===== config.mk =====
export PLATFORM = sky130hd
export DESIGN_NAME = bus_arbiter_flat
export DESIGN_NICKNAME = d
export VERILOG_FILES = /design/src/rtl/bus_arbiter_if.sv /design/src/rtl/bus_arbiter.sv /design/src/flat_wrapper.sv
export SDC_FILE = /design/constraint.sdc
export NUM_CORES = 1
export LEC_CHECK = 0
export CAP_MARGIN = 25
export CORE_AREA = 2 2 120 122
export DETAILED_ROUTE_END_ITERATION = 12
export DIE_AREA = 0 0 122 124
export HOLD_SLACK_MARGIN = 0.08
export SLEW_MARGIN = 15
export SYNTH_ARGS = -nofsm -noshare
export SYNTH_HDL_FRONTEND = slang
export SYNTH_SLANG_ARGS = --single-unit

===== constraint.sdc =====
create_clock -name clk -period 2.2 [get_ports clk]
set_input_delay 0.33 -clock clk [delete_from_list [all_inputs] [get_ports clk]]
set_output_delay 0.33 -clock clk [all_outputs]
set_load 0.01 [all_outputs]

===== src/rtl/bus_arbiter_if.sv =====
// Two-master / one-slave shared bus bundle.
// master modport: arbiter view (it masters the shared slave bus and returns
//                 completions to the requesters).
// slave  modport: environment view (requesters + slave model).
// Signals: mX_req/we/re/addr/wdata/hb -> requests, mX_gnt/err/rdata <- completions,
//          s_* shared bus, s_ack/s_rdata slave reply, timeout sticky flag, err_clr clear.
interface bus_arbiter_if;
  logic        m0_req, m0_we, m0_re;
  logic [31:0] m0_addr, m0_wdata;
  logic [1:0]  m0_hb;
  logic        m0_gnt, m0_err;
  logic [31:0] m0_rdata;

  logic        m1_req, m1_we, m1_re;
  logic [31:0] m1_addr, m1_wdata;
  logic [1:0]  m1_hb;
  logic        m1_gnt, m1_err;
  logic [31:0] m1_rdata;

  logic        s_req, s_we, s_re;
  logic [31:0] s_addr, s_wdata;
  logic [1:0]  s_hb;
  logic        s_ack;
  logic [31:0] s_rdata;

  logic        timeout;
  logic        err_clr;

  modport master (
    input  m0_req, m0_we, m0_re, m0_addr, m0_wdata, m0_hb,
    output m0_gnt, m0_err, m0_rdata,
    input  m1_req, m1_we, m1_re, m1_addr, m1_wdata, m1_hb,
    output m1_gnt, m1_err, m1_rdata,
    output s_req, s_we, s_re, s_addr, s_wdata, s_hb,
    input  s_ack, s_rdata,
    output timeout,
    input  err_clr
  );

  modport slave (
    output m0_req, m0_we, m0_re, m0_addr, m0_wdata, m0_hb,
    input  m0_gnt, m0_err, m0_rdata,
    output m1_req, m1_we, m1_re, m1_addr, m1_wdata, m1_hb,
    input  m1_gnt, m1_err, m1_rdata,
    input  s_req, s_we, s_re, s_addr, s_wdata, s_hb,
    output s_ack, s_rdata,
    input  timeout,
    output err_clr
  );
endinterface


===== src/rtl/bus_arbiter.sv =====
// Round-robin arbiter between instruction fetch (M0) and LSU (M1) for one
// shared slave bus, with a per-transaction wait timeout.
// Ports: clk, rst (async active-high), bus (bus_arbiter_if.master).
// Bus outputs and completion pulses are combinational from the owner state
// so a slave ACK completes the master in the same cycle.
module bus_arbiter #(
  parameter int unsigned TIMEOUT_CYCLES = 255
) (
  input  logic          clk,
  input  logic          rst,
  bus_arbiter_if.master bus
);

  localparam int unsigned CNT_W = 8;
  localparam logic [CNT_W-1:0] WAIT_LIMIT = CNT_W'(TIMEOUT_CYCLES - 1);

  typedef enum logic [1:0] {IDLE, OWN_M0, OWN_M1} state_t;

  state_t           state_q, state_d;
  logic             last_q, last_d;      // 1: M1 won last, 0: M0 won last
  logic [CNT_W-1:0] wait_q, wait_d;
  logic             timeout_q, timeout_d;

  logic own, own_m1, timeout_hit, complete, other_req, self_req;

  // State register
  always_ff @(posedge clk or posedge rst) begin
    if (rst) begin
      state_q   <= IDLE;
      last_q    <= 1'b1;
      wait_q    <= '0;
      timeout_q <= 1'b0;
    end else begin
      state_q   <= state_d;
      last_q    <= last_d;
      wait_q    <= wait_d;
      timeout_q <= timeout_d;
    end
  end

  // Next state, bus mux and completion outputs
  always_comb begin
    state_d       = state_q;
    last_d        = last_q;
    wait_d        = wait_q;
    timeout_d     = timeout_q & ~bus.err_clr;
    bus.s_req     = 1'b0;
    bus.s_we      = 1'b0;
    bus.s_re      = 1'b0;
    bus.s_addr    = '0;
    bus.s_wdata   = '0;
    bus.s_hb      = '0;
    bus.m0_gnt    = 1'b0;
    bus.m0_err    = 1'b0;
    bus.m0_rdata  = '0;
    bus.m1_gnt    = 1'b0;
    bus.m1_err    = 1'b0;
    bus.m1_rdata  = '0;

    own         = (state_q != IDLE);
    own_m1      = (state_q == OWN_M1);
    timeout_hit = own && !bus.s_ack && (wait_q == WAIT_LIMIT);
    complete    = own && (bus.s_ack || timeout_hit);
    other_req   = own_m1 ? bus.m0_req : bus.m1_req;
    self_req    = own_m1 ? bus.m1_req : bus.m0_req;

    case (state_q)
      IDLE: begin
        if (bus.m0_req && bus.m1_req) state_d = last_q ? OWN_M0 : OWN_M1;
        else if (bus.m0_req)          state_d = OWN_M0;
        else if (bus.m1_req)          state_d = OWN_M1;
      end
      OWN_M0, OWN_M1: begin
        bus.s_req   = 1'b1;
        bus.s_we    = own_m1 ? bus.m1_we    : bus.m0_we;
        bus.s_re    = own_m1 ? bus.m1_re    : bus.m0_re;
        bus.s_addr  = own_m1 ? bus.m1_addr  : bus.m0_addr;
        bus.s_wdata = own_m1 ? bus.m1_wdata : bus.m0_wdata;
        bus.s_hb    = own_m1 ? bus.m1_hb    : bus.m0_hb;
        wait_d      = wait_q + CNT_W'(1);
        if (complete) begin
          if (own_m1) begin
            bus.m1_gnt   = 1'b1;
            bus.m1_err   = timeout_hit;
            bus.m1_rdata = bus.s_ack ? bus.s_rdata : '0;
          end else begin
            bus.m0_gnt   = 1'b1;
            bus.m0_err   = timeout_hit;
            bus.m0_rdata = bus.s_ack ? bus.s_rdata : '0;
          end
          // Hand over directly to a waiting peer; otherwise keep or release.
          if (other_req)     state_d = own_m1 ? OWN_M0 : OWN_M1;
          else if (self_req) state_d = state_q;
          else               state_d = IDLE;
        end
        if (timeout_hit) timeout_d = 1'b1;
      end
      default: state_d = IDLE;
    endcase

    // Fresh ownership: restart wait count and record the winner
    if (state_d != IDLE && (state_q == IDLE || complete)) begin
      wait_d = '0;
      last_d = (state_d == OWN_M1);
    end
  end

  assign bus.timeout = timeout_q;

endmodule


===== src/flat_wrapper.sv =====
// flat-port wrapper written by rule: the top's interface ports become plain ports
module bus_arbiter_flat 
#(
  parameter int unsigned TIMEOUT_CYCLES = 255
)
  (clk, rst, bus_m0_req, bus_m0_we, bus_m0_re, bus_m0_addr, bus_m0_wdata, bus_m0_hb, bus_m0_gnt, bus_m0_err, bus_m0_rdata, bus_m1_req, bus_m1_we, bus_m1_re, bus_m1_addr, bus_m1_wdata, bus_m1_hb, bus_m1_gnt, bus_m1_err, bus_m1_rdata, bus_s_req, bus_s_we, bus_s_re, bus_s_addr, bus_s_wdata, bus_s_hb, bus_s_ack, bus_s_rdata, bus_timeout, bus_err_clr);
  bus_arbiter_if bus_i ();
  input  logic clk;
  input  logic rst;
  input wire logic [$bits(bus_i.m0_req)-1:0] bus_m0_req;
  input wire logic [$bits(bus_i.m0_we)-1:0] bus_m0_we;
  input wire logic [$bits(bus_i.m0_re)-1:0] bus_m0_re;
  input wire logic [$bits(bus_i.m0_addr)-1:0] bus_m0_addr;
  input wire logic [$bits(bus_i.m0_wdata)-1:0] bus_m0_wdata;
  input wire logic [$bits(bus_i.m0_hb)-1:0] bus_m0_hb;
  output wire logic [$bits(bus_i.m0_gnt)-1:0] bus_m0_gnt;
  output wire logic [$bits(bus_i.m0_err)-1:0] bus_m0_err;
  output wire logic [$bits(bus_i.m0_rdata)-1:0] bus_m0_rdata;
  input wire logic [$bits(bus_i.m1_req)-1:0] bus_m1_req;
  input wire logic [$bits(bus_i.m1_we)-1:0] bus_m1_we;
  input wire logic [$bits(bus_i.m1_re)-1:0] bus_m1_re;
  input wire logic [$bits(bus_i.m1_addr)-1:0] bus_m1_addr;
  input wire logic [$bits(bus_i.m1_wdata)-1:0] bus_m1_wdata;
  input wire logic [$bits(bus_i.m1_hb)-1:0] bus_m1_hb;
  output wire logic [$bits(bus_i.m1_gnt)-1:0] bus_m1_gnt;
  output wire logic [$bits(bus_i.m1_err)-1:0] bus_m1_err;
  output wire logic [$bits(bus_i.m1_rdata)-1:0] bus_m1_rdata;
  output wire logic [$bits(bus_i.s_req)-1:0] bus_s_req;
  output wire logic [$bits(bus_i.s_we)-1:0] bus_s_we;
  output wire logic [$bits(bus_i.s_re)-1:0] bus_s_re;
  output wire logic [$bits(bus_i.s_addr)-1:0] bus_s_addr;
  output wire logic [$bits(bus_i.s_wdata)-1:0] bus_s_wdata;
  output wire logic [$bits(bus_i.s_hb)-1:0] bus_s_hb;
  input wire logic [$bits(bus_i.s_ack)-1:0] bus_s_ack;
  input wire logic [$bits(bus_i.s_rdata)-1:0] bus_s_rdata;
  output wire logic [$bits(bus_i.timeout)-1:0] bus_timeout;
  input wire logic [$bits(bus_i.err_clr)-1:0] bus_err_clr;
  assign bus_i.m0_req = bus_m0_req;
  assign bus_i.m0_we = bus_m0_we;
  assign bus_i.m0_re = bus_m0_re;
  assign bus_i.m0_addr = bus_m0_addr;
  assign bus_i.m0_wdata = bus_m0_wdata;
  assign bus_i.m0_hb = bus_m0_hb;
  assign bus_m0_gnt = bus_i.m0_gnt;
  assign bus_m0_err = bus_i.m0_err;
  assign bus_m0_rdata = bus_i.m0_rdata;
  assign bus_i.m1_req = bus_m1_req;
  assign bus_i.m1_we = bus_m1_we;
  assign bus_i.m1_re = bus_m1_re;
  assign bus_i.m1_addr = bus_m1_addr;
  assign bus_i.m1_wdata = bus_m1_wdata;
  assign bus_i.m1_hb = bus_m1_hb;
  assign bus_m1_gnt = bus_i.m1_gnt;
  assign bus_m1_err = bus_i.m1_err;
  assign bus_m1_rdata = bus_i.m1_rdata;
  assign bus_s_req = bus_i.s_req;
  assign bus_s_we = bus_i.s_we;
  assign bus_s_re = bus_i.s_re;
  assign bus_s_addr = bus_i.s_addr;
  assign bus_s_wdata = bus_i.s_wdata;
  assign bus_s_hb = bus_i.s_hb;
  assign bus_i.s_ack = bus_s_ack;
  assign bus_i.s_rdata = bus_s_rdata;
  assign bus_timeout = bus_i.timeout;
  assign bus_i.err_clr = bus_err_clr;
  bus_arbiter #(.TIMEOUT_CYCLES(TIMEOUT_CYCLES)) u_core (.clk(clk), .rst(rst), .bus(bus_i));
endmodule

==> summary.md, run 1 <==
| Metric | Value |
|---|---|
| Final critical delay including setup and external delays | `about 2.4 ns` |
| Peak Freq | `about 420 MHz` |
| Mapped Nets | `between 500 and 600` |
| 1st-pass router iterations | `5` |
| Starting Density | `between 10% and 20%` |
| Unrepaired setup endpoints after global routing | `yes` |
| Routed Antenna Nets | `0` |
| Critical path startpoint category | `flop` |
| Worst EP required | `1.87 ns` |
| Total of fill cells in the finished design | `~1300` |
| Setup violation total in the final timing report | `81` |
| Port Buf Inserts | `between 300 and 400` |
| Worst vdd rail ir drop | `around 0.44 mV` |
| HP Class | `input pin to asynchronous set/reset pin` |
| Detail Route met2 WL | `between 7000 and 8000 um` |
| Pleak | `between 2 and 3 nW` |
| Post-route met1 wirelength | `5678 um` |
| Arrival time of data at the critical path endpoint | `2.08 ns` |
| Biggest area consumer among synthesized cells | `sky130_fd_sc_hd__mux2i_1` |
| DR iter-0 viols | `between 150 and 200` |
| Critical path start-end classification | `flop to output pin` |
| Per-cell via count in the routed design | `approximately 4.3` |
| Least setup slack across all paths after layout | `-0.2061 ns` |
| Die X-Extent | `about 120 um` |
| Final Skew | `0.004884 ns` |
| Clock tree from TritonCTS | `yes` |
| Relative area change from synthesis to final layout | `210.7%` |
| Post-synthesis async set-or-reset flop share | `between 90% and 100%` |
| Number of core rows | `43` |
| Std-Cell Core Area | `0.01372 mm2` |
| Count of hold-fix buffers inserted at cts | `0` |
| Initial antenna violation count | `0` |
| Part of the Yosys area used for sequential elements | `14.03%` |
| Final Wtd Congestion | `0.8231` |
| Later-pin clock latency in the skew report | `roughly 0.24 ns` |
| HPWL reported at the end of detailed placement | `between 10000 and 15000 um` |
| Yosys synthesis warning count | `0` |
| Combinational group share of total power | `approximately nine tenths` |
| Finished Core Util | `48.67%` |
| Wire length of the first global-routing pass | `approximately 20000 um` |
| Violated checks | `setup timing` |
| Top area cells in the synthesized netlist | `sky130_fd_sc_hd__mux2i_1 32%, sky130_fd_sc_hd__nor2_1 26%, sky130_fd_sc_hd__dfrtp_1 13%, sky130_fd_sc_hd__nand2_1 6.8%, sky130_fd_sc_hd__clkbuf_1 3.0%` |
| #FFs+latches synth | `12` |
| Vias in the first global route | `about 3700` |
| Net total in the final layout | `between 800 and 900` |
| Post-placement setup slack | `-0.2628 ns` |
| Multi-input gate area in the final layout | `around 0.0022 mm2` |
| Post-detailed-routing wire length | `approximately 15000 um` |
| Clock buffers created by TritonCTS | `3` |
| H-tree levels | `1` |
| Power, Total | `between 6 and 7 mW` |
| Max-cap check violation count | `0` |
| Power spent charging and discharging nets | `roughly 2.9 mW` |
| Boundary pin count | `312` |
| Cell occurring most often along the worst timing path | `sky130_fd_sc_hd__buf_6` |
| Wire length on met3 | `approximately 1500 um` |
| Num Clock Sinks | `12` |
| Detailed-route via count | `roughly 3800` |
| Fraction of the cycle the final worst path needs | `109.4%` |
| Status | `finished, violations left` |
| Remaining global-route overflow | `0` |
| Synthesized netlist cell count | `between 300 and 400` |
| Largest net degree at the start of global routing | `40` |
| Number of failing hold endpoints at the final stage | `0` |
| Largest stage delay on the critical path | `between 0.3 and 0.4 ns` |
| Clk buf depth | `2` |
| Worst-Margin Slew | `0.4652 ns` |
| Fraction of power consumed by the clock network | `5.2%` |
| Total standard cell area after synthesis | `about 0.0021 mm2` |
| Root cell of the clock tree | `sky130_fd_sc_hd__clkbuf_16` |
| Detailed-route wire length per cell | `approximately 17 um` |
| Fraction of layout instances using a drive strength above 1 | `40.31%` |
| Unique cell type count in the Yosys netlist | `26` |
| Final Max Slew Viols | `0` |
| Global-route total usage across every layer | `roughly 17%` |
| Dominant synthesized flop cell | `sky130_fd_sc_hd__dfrtp_1` |
| Sequential cell area in the final layout | `~300 um2` |
| Largest fanout on the critical path | `8` |
| Max layer used | `met4` |
| Clock-pin slew on the worst setup and hold paths | `about 0.040 ns` |
| DIE HEIGHT | `124 um` |
| Headroom to the max-slew limit | `68.72%` |
| Number of enable flip-flop cells after synthesis | `0` |
| Area share of the leading cell type in the synthesized netlist | `around a third` |
| Slowest cell on the critical path | `sky130_fd_sc_hd__dfrtp_1` |
| Internal Power | `~3.5 mW` |
| Switching portion of total power | `45.47%` |
| Ordered cell list for the critical path | `inv_2 -> ha_4 -> nand4b_1 -> o22ai_2 -> buf_4 -> nand3_4 -> buf_16 -> buf_6 -> nor2_4 -> buf_6` |
| Area enclosed by the die boundary | `between 0.015 and 0.02 mm2` |
| Register share of total power | `~5.0%` |
| Antenna diodes | `0` |
| Syn avg cell area | `6.285 um2` |
| Areal power density over the cells | `about 960 mW/mm2` |
| Post-detailed-route DRC marker count | `0` |
| Critical Path End Type | `output pin` |
## sequential cells by signal (all words and copies together), names as in the netlist
register            count
u_core.wait_q           8
u_core.bus.timeout      1
u_core.state_q          2
u_core.last_q           1
## per-layer routing
metal | global-route usage, % | up-vias
li1 | - | 1840
met1 | 18.90 | 1760
met2 | 31.46 | 228
met3 | 3.755 | 17
met4 | 3.448 | 0
met5 | 0 | -
## cells in the final DEF, fill, tap and decap left out, types with 5 or more instances in the layout
cell type,synthesis,routed
sky130_fd_sc_hd__nor2_2,0,9
sky130_fd_sc_hd__clkdlybuf4s15_2,0,11
sky130_fd_sc_hd__clkdlybuf4s50_1,0,175
sky130_fd_sc_hd__buf_4,0,44
sky130_fd_sc_hd__buf_16,0,5
sky130_fd_sc_hd__buf_12,0,15
sky130_fd_sc_hd__nand2_1,39,39
sky130_fd_sc_hd__dlygate4sd2_1,0,8
sky130_fd_sc_hd__clkbuf_16,0,8
sky130_fd_sc_hd__o21ai_0,5,5
sky130_fd_sc_hd__nor2_4,0,48
sky130_fd_sc_hd__clkbuf_2,0,40
sky130_fd_sc_hd__buf_2,8,24
sky130_fd_sc_hd__mux2i_1,69,62
sky130_fd_sc_hd__buf_6,0,56
sky130_fd_sc_hd__nor2_1,150,93
sky130_fd_sc_hd__mux2i_2,0,5
sky130_fd_sc_hd__dfrtp_1,11,11
sky130_fd_sc_hd__inv_1,10,6
## through the flow
step | TNS, ns | hold slack (ns) | area [um2] | cells
after floorplan | 0 | 0.1940 | 2150 | 342
after global placement | -12.89 | 0.5099 | 5673 | 831
after detailed placement | -13.81 | 0.5163 | 5673 | 831
after CTS | -5.800 | 0.4166 | 5987 | 861
after global routing | -15.21 | 0.4468 | 6678 | 887
final | -7.060 | 0.4062 | 6678 | 887
## Yosys cell counts, types with 2 or more instances
cell type and number:
sky130_fd_sc_hd__xor2_1 4, sky130_fd_sc_hd__nand3_1 6, sky130_fd_sc_hd__dfrtp_1 11, sky130_fd_sc_hd__ha_1 5, sky130_fd_sc_hd__nand2_1 39, sky130_fd_sc_hd__buf_2 8
sky130_fd_sc_hd__xnor2_1 3, sky130_fd_sc_hd__mux2i_1 69, sky130_fd_sc_hd__nand4_1 2, sky130_fd_sc_hd__inv_1 10, sky130_fd_sc_hd__clkbuf_1 17, sky130_fd_sc_hd__o21ai_0 5
sky130_fd_sc_hd__nor2_1 150
## cell families after synthesis
logic type | Yosys count | share of synthesized area [%]
AND/OR/NAND/NOR | 199 | 35.97
multiplexers | 69 | 32.13
buffers and inverters | 37 | 6.927
AO/OA/AOI/OAI | 13 | 5.181
flip-flops | 12 | 14.03
XOR/XNOR | 7 | 2.852
adder cells (fa/ha/maj) | 5 | 2.910
## final timing paths
kind / cells past startpoint / endpoint / from / slack (ns)
setup / recovery: 10 / bus_m0_rdata[18] / u_core.state_q[0] / -0.21
min in group clk: 1 / u_core.last_q / u_core.last_q / 0.52
setup reg to reg: 11 / u_core.wait_q[1] / u_core.state_q[1] / 0
max in group asynchronous: 2 / u_core.last_q / rst / 1.45
hold / removal: 2 / u_core.wait_q[4] / rst / 0.41
hold reg to reg: 1 / u_core.last_q / u_core.last_q / 0.52
## power by group through the flow
| stage | Sequential, mW | Combinational (mW) | Clock [mW] |
|---|---|---|---|
| finish | 0.319 | 5.78 | 0.332 |
| global route | 0.325 | 6.18 | 0.350 |
| CTS | 0.317 | 5.24 | 0.339 |
| detailed placement | 0.317 | 5.03 | 0 |
| global placement | 0.315 | 5.00 | 0 |
| floorplan | 0.332 | 2.21 | 0 |
## what timing repair did
action	CTS	global route
pin swaps	21	22
setup endpoints to repair	136	140
setup buffers	18	28
resized for setup	431	232
gates cloned	8	5
## critical path, delay by kind of cell, from the launching register on
kind,cells,cell delay (ns)
compound gates,1,0.16
fa+ha+maj,1,0.16
buf+inv,5,0.65
flops,1,0.37
simple gates,3,0.50
## cell type report
type | count | share of cell area, %
clock buffers | 4 | 1.180
well taps | 180 | 3.373
inverters | 11 | 0.7682
flip-flops and latches | 12 | 4.516
repair buffers | 387 | 57.54
multi-input cells | 293 | 32.62
No activity file was read; power rests on OpenSTA's default activity.
==> run 2: changes to the inputs <==
--- a/config.mk
+++ b/config.mk
@@ -14,3 +14,4 @@
 export SYNTH_ARGS = -nofsm -noshare
 export SYNTH_HDL_FRONTEND = slang
 export SYNTH_SLANG_ARGS = --single-unit
+export TNS_END_PERCENT = 10
==> run 2 against run 1 <==
  * The flow still finishes with violations (setup timing)
  * Setup slack gained 0.024 ns
  * Global-route usage shrank 0.27 points
  * Hold slack lost 0.0013 ns
  * Count of clock-buffer cells in the layout is the same
  * Largest cell class unchanged
==> summary.md, run 2 (same netlist as run 1, synthesis figures left out) <==
| Metric | Value |
|---|---|
| Status | `finished, violations left` |
| Violated checks | `setup timing` |
| Fraction of power consumed by the clock network | `5.6% (+0.4 points)` |
| Total of fill cells in the finished design | `1371 (+8.2%)` |
| Critical path start-end classification | `flop to output pin` |
| Antenna diodes | `0 (unchanged)` |
| Detailed-route wire length per cell | `16.58 um (-4.4%)` |
| Fraction of layout instances using a drive strength above 1 | `34.36% (-5.9 points)` |
| Worst EP required | `1.87 ns (about the same)` |
| Setup violation total in the final timing report | `71 (-12%)` |
| Clock buffers created by TritonCTS | `3 (unchanged)` |
| Internal Power | `3.188 mW (-9.1%)` |
| H-tree levels | `1 (unchanged)` |
| Initial antenna violation count | `0 (unchanged)` |
| Headroom to the max-slew limit | `69.18% (+0.45 points)` |
| Power spent charging and discharging nets | `2.705 mW (-7.5%)` |
| Net total in the final layout | `861 (-2.9%)` |
| Global route hottest layer | `met2` |
| Fraction of the cycle the final worst path needs | `108.3% (-1.1 points)` |
| Largest net degree at the start of global routing | `40 (unchanged)` |
| Area enclosed by the die boundary | `0.01513 mm2 (unchanged)` |
| 1st-pass router iterations | `4 (-1)` |
| Clk buf depth | `2 (unchanged)` |
| Number of flip-flops in the largest register | `8 (unchanged)` |
| Post-placement setup slack | `-0.2628 ns (unchanged)` |
| Areal power density over the cells | `983.9 mW/mm2 (+2.1%)` |
| Multi-input gate area in the final layout | `0.001957 mm2 (-10%)` |
| Final Wtd Congestion | `0.8231 (unchanged)` |
| Ordered cell list for the critical path | `inv_2 -> ha_4 -> nand4b_1 -> o22ai_2 -> buf_4 -> nand3_4 -> buf_6 -> buf_12 -> buf_6 -> nor2_4 -> buf_6` |
| Count of hold-fix buffers inserted at cts | `0 (unchanged)` |
| Sequential cell area in the final layout | `301.5 um2 (unchanged)` |
| Slowest cell on the critical path | `sky130_fd_sc_hd__dfrtp_1` |
| Combinational group share of total power | `89.0% (-0.9 points)` |
| Global routing met3 resource utilization | `3.755% (unchanged)` |
| Relative area change from synthesis to final layout | `178.6%` |
| HP Class | `input pin to asynchronous set/reset pin` |
| Routed Antenna Nets | `0 (unchanged)` |
| Wire length of the first global-routing pass | `19380 um (-1.7%)` |
| Critical path startpoint category | `flop` |
| DR iter-0 viols | `135 (-21%)` |
| Final Skew | `0.005108 ns (+0.0002230 ns)` |
| Power, Total | `5.893 mW (-8.4%)` |
| Number of failing hold endpoints at the final stage | `0 (unchanged)` |
| Post-detailed-routing wire length | `14280 um (-7.2%)` |
| Cell occurring most often along the worst timing path | `sky130_fd_sc_hd__buf_6` |
| Worst vdd rail ir drop | `0.3989 mV (-9.1%)` |
| Met1 global-route usage | `18.60% (-0.30 points)` |
| Clock tree from TritonCTS | `yes` |
| Largest fanout on the critical path | `5 (-3)` |
| Boundary pin count | `312 (unchanged)` |
| Port Buf Inserts | `311 (unchanged)` |
| Vias in the first global route | `3646 (-1.8%)` |
| Least setup slack across all paths after layout | `-0.1823 ns (+0.02380 ns)` |
| Final critical delay including setup and external delays | `2.382 ns (-0.02380 ns)` |
| Clock-pin slew on the worst setup and hold paths | `0.04 ns (about the same)` |
| Worst reg2reg setup slack | `-0.03 ns (-0.03 ns)` |
| Starting Density | `15.67% (unchanged)` |
| Unrepaired setup endpoints after global routing | `yes` |
| Num Clock Sinks | `12 (unchanged)` |
| Arrival time of data at the critical path endpoint | `2.05 ns (-0.03 ns)` |
| Commonest cells after routing, fill and taps aside | `178 x sky130_fd_sc_hd__clkdlybuf4s50_1, 96 x sky130_fd_sc_hd__nor2_1, 65 x sky130_fd_sc_hd__mux2i_1, 56 x sky130_fd_sc_hd__buf_2, 46 x sky130_fd_sc_hd__nor2_2` |
| Remaining global-route overflow | `0 (unchanged)` |
| Detailed-route via count | `3655 (-4.9%)` |
| Registers with the most flip-flops | `u_core.wait_q x8, u_core.state_q x2` |
| Post-detailed-route DRC marker count | `0 (unchanged)` |
| Worst-Margin Slew | `0.4584 ns (-0.006742 ns)` |
| Largest register by flop count | `u_core.wait_q` |
| Peak Freq | `419.8 MHz (+1.0%)` |
| Critical Path End Type | `output pin` |
| Grt met2 use | `30.83% (-0.63 points)` |
| DIE HEIGHT | `124 um (unchanged)` |
| Max-cap check violation count | `0 (unchanged)` |
| Most frequent standard cell in the layout excluding fill and tap cells | `sky130_fd_sc_hd__clkdlybuf4s50_1` |
| Later-pin clock latency in the skew report | `0.24 ns (about the same)` |
| Switching portion of total power | `45.90% (+0.43 points)` |
| Global-route total usage across every layer | `16.31% (-0.27 points)` |
| Largest stage delay on the critical path | `0.36 ns (about the same)` |
| Pleak | `2.947 nW (+1.5%)` |
| Per-cell via count in the routed design | `4.245 (-2.1%)` |
| Std-Cell Core Area | `0.01372 mm2 (unchanged)` |
| HPWL reported at the end of detailed placement | `10810 um (unchanged)` |
| Root cell of the clock tree | `sky130_fd_sc_hd__clkbuf_16` |
| Die X-Extent | `122 um (unchanged)` |
| Number of core rows | `43 (unchanged)` |
| Final Max Slew Viols | `0 (unchanged)` |
| Sum of negative setup slack | `-7.255 ns (-0.1946 ns)` |
| Register share of total power | `5.4% (+0.4 points)` |
-- run 2: changes by cell type in the layout (fill, tap and decap cells not counted), sizes merged --
| cell | delta |
|---|---|
| clkbuf | -4 |
| clkdlybuf4s50 | +3 |
| buf | -29 |
| dlymetal6s2s | +18 |
| clkinv | -2 |
| clkdlybuf4s15 | -10 |
| dlygate4sd2 | -4 |
| inv | +2 |
-- run 2: worst paths after layout --
check                      cells after the start                from                 end
max                                           11   u_core.state_q[0]     bus_m1_rdata[2]
min                                            2                 rst    u_core.wait_q[4]
max reg2reg                                   12   u_core.state_q[0]    u_core.wait_q[1]
min reg2reg                                    2  u_core.bus.timeout  u_core.bus.timeout
max in group asynchronous                      2                 rst       u_core.last_q
min in group clk                               2  u_core.bus.timeout  u_core.bus.timeout
-- run 2: per-layer routing --
layer | routed length (um) | up-vias | share of wire, %
met4 | 252 | 0 | 1.8
met2 | 7345 | 204 | 51
li1 | - | 1786 | -
met3 | 1316 | 19 | 9.2
met1 | 5362 | 1646 | 38
met5 | 0 | - | 0
-- run 2: layout make-up --
class | instances | share of cell area (%)
Inverter | 11 | 0.6894
Sequential cell | 12 | 5.034
Multi-Input combinational cell | 293 | 32.67
Timing Repair Buffer | 361 | 56.53
Clock buffer | 4 | 1.316
Tap cell | 180 | 3.760
-- run 2: critical path: cells and delay by family (launching register included) --
kind / cells / cell delay [ns]
flops: 1 / 0.36
simple gates: 3 / 0.40
compound gates: 1 / 0.18
fa+ha+maj: 1 / 0.16
buf+inv: 6 / 0.71
-- run 2: timing repair --
item / 4_1_cts / 5_1_grt
setup endpoints to repair: 136 / 147
pin swaps: 19 / 4
buffers inserted: 9 / 9
gates cloned: 8 / 0
gates resized for setup: 383 / 137
endpoints found under the hold margin: 0 / 0
-- run 2: through the flow --
step	std cells	hold WS [ns]	utilization (%)	area (um2)
after floorplan	342	0.1940	-	2150
after global placement	831	0.5099	41.35	5673
after detailed placement	831	0.5163	41.35	5673
after CTS	852	0.4166	42.89	5884
after global routing	861	0.4468	43.66	5989
final	861	0.4049	43.66	5989
-- run 2: power groups by stage --
stage	logic, mW	clock network, mW	registers [mW]
floorplan	2.21	0	0.332
detailed placement	5.03	0	0.317
global placement	5.00	0	0.315
global route	5.63	0.350	0.325
finish	5.24	0.331	0.318
CTS	5.26	0.339	0.316
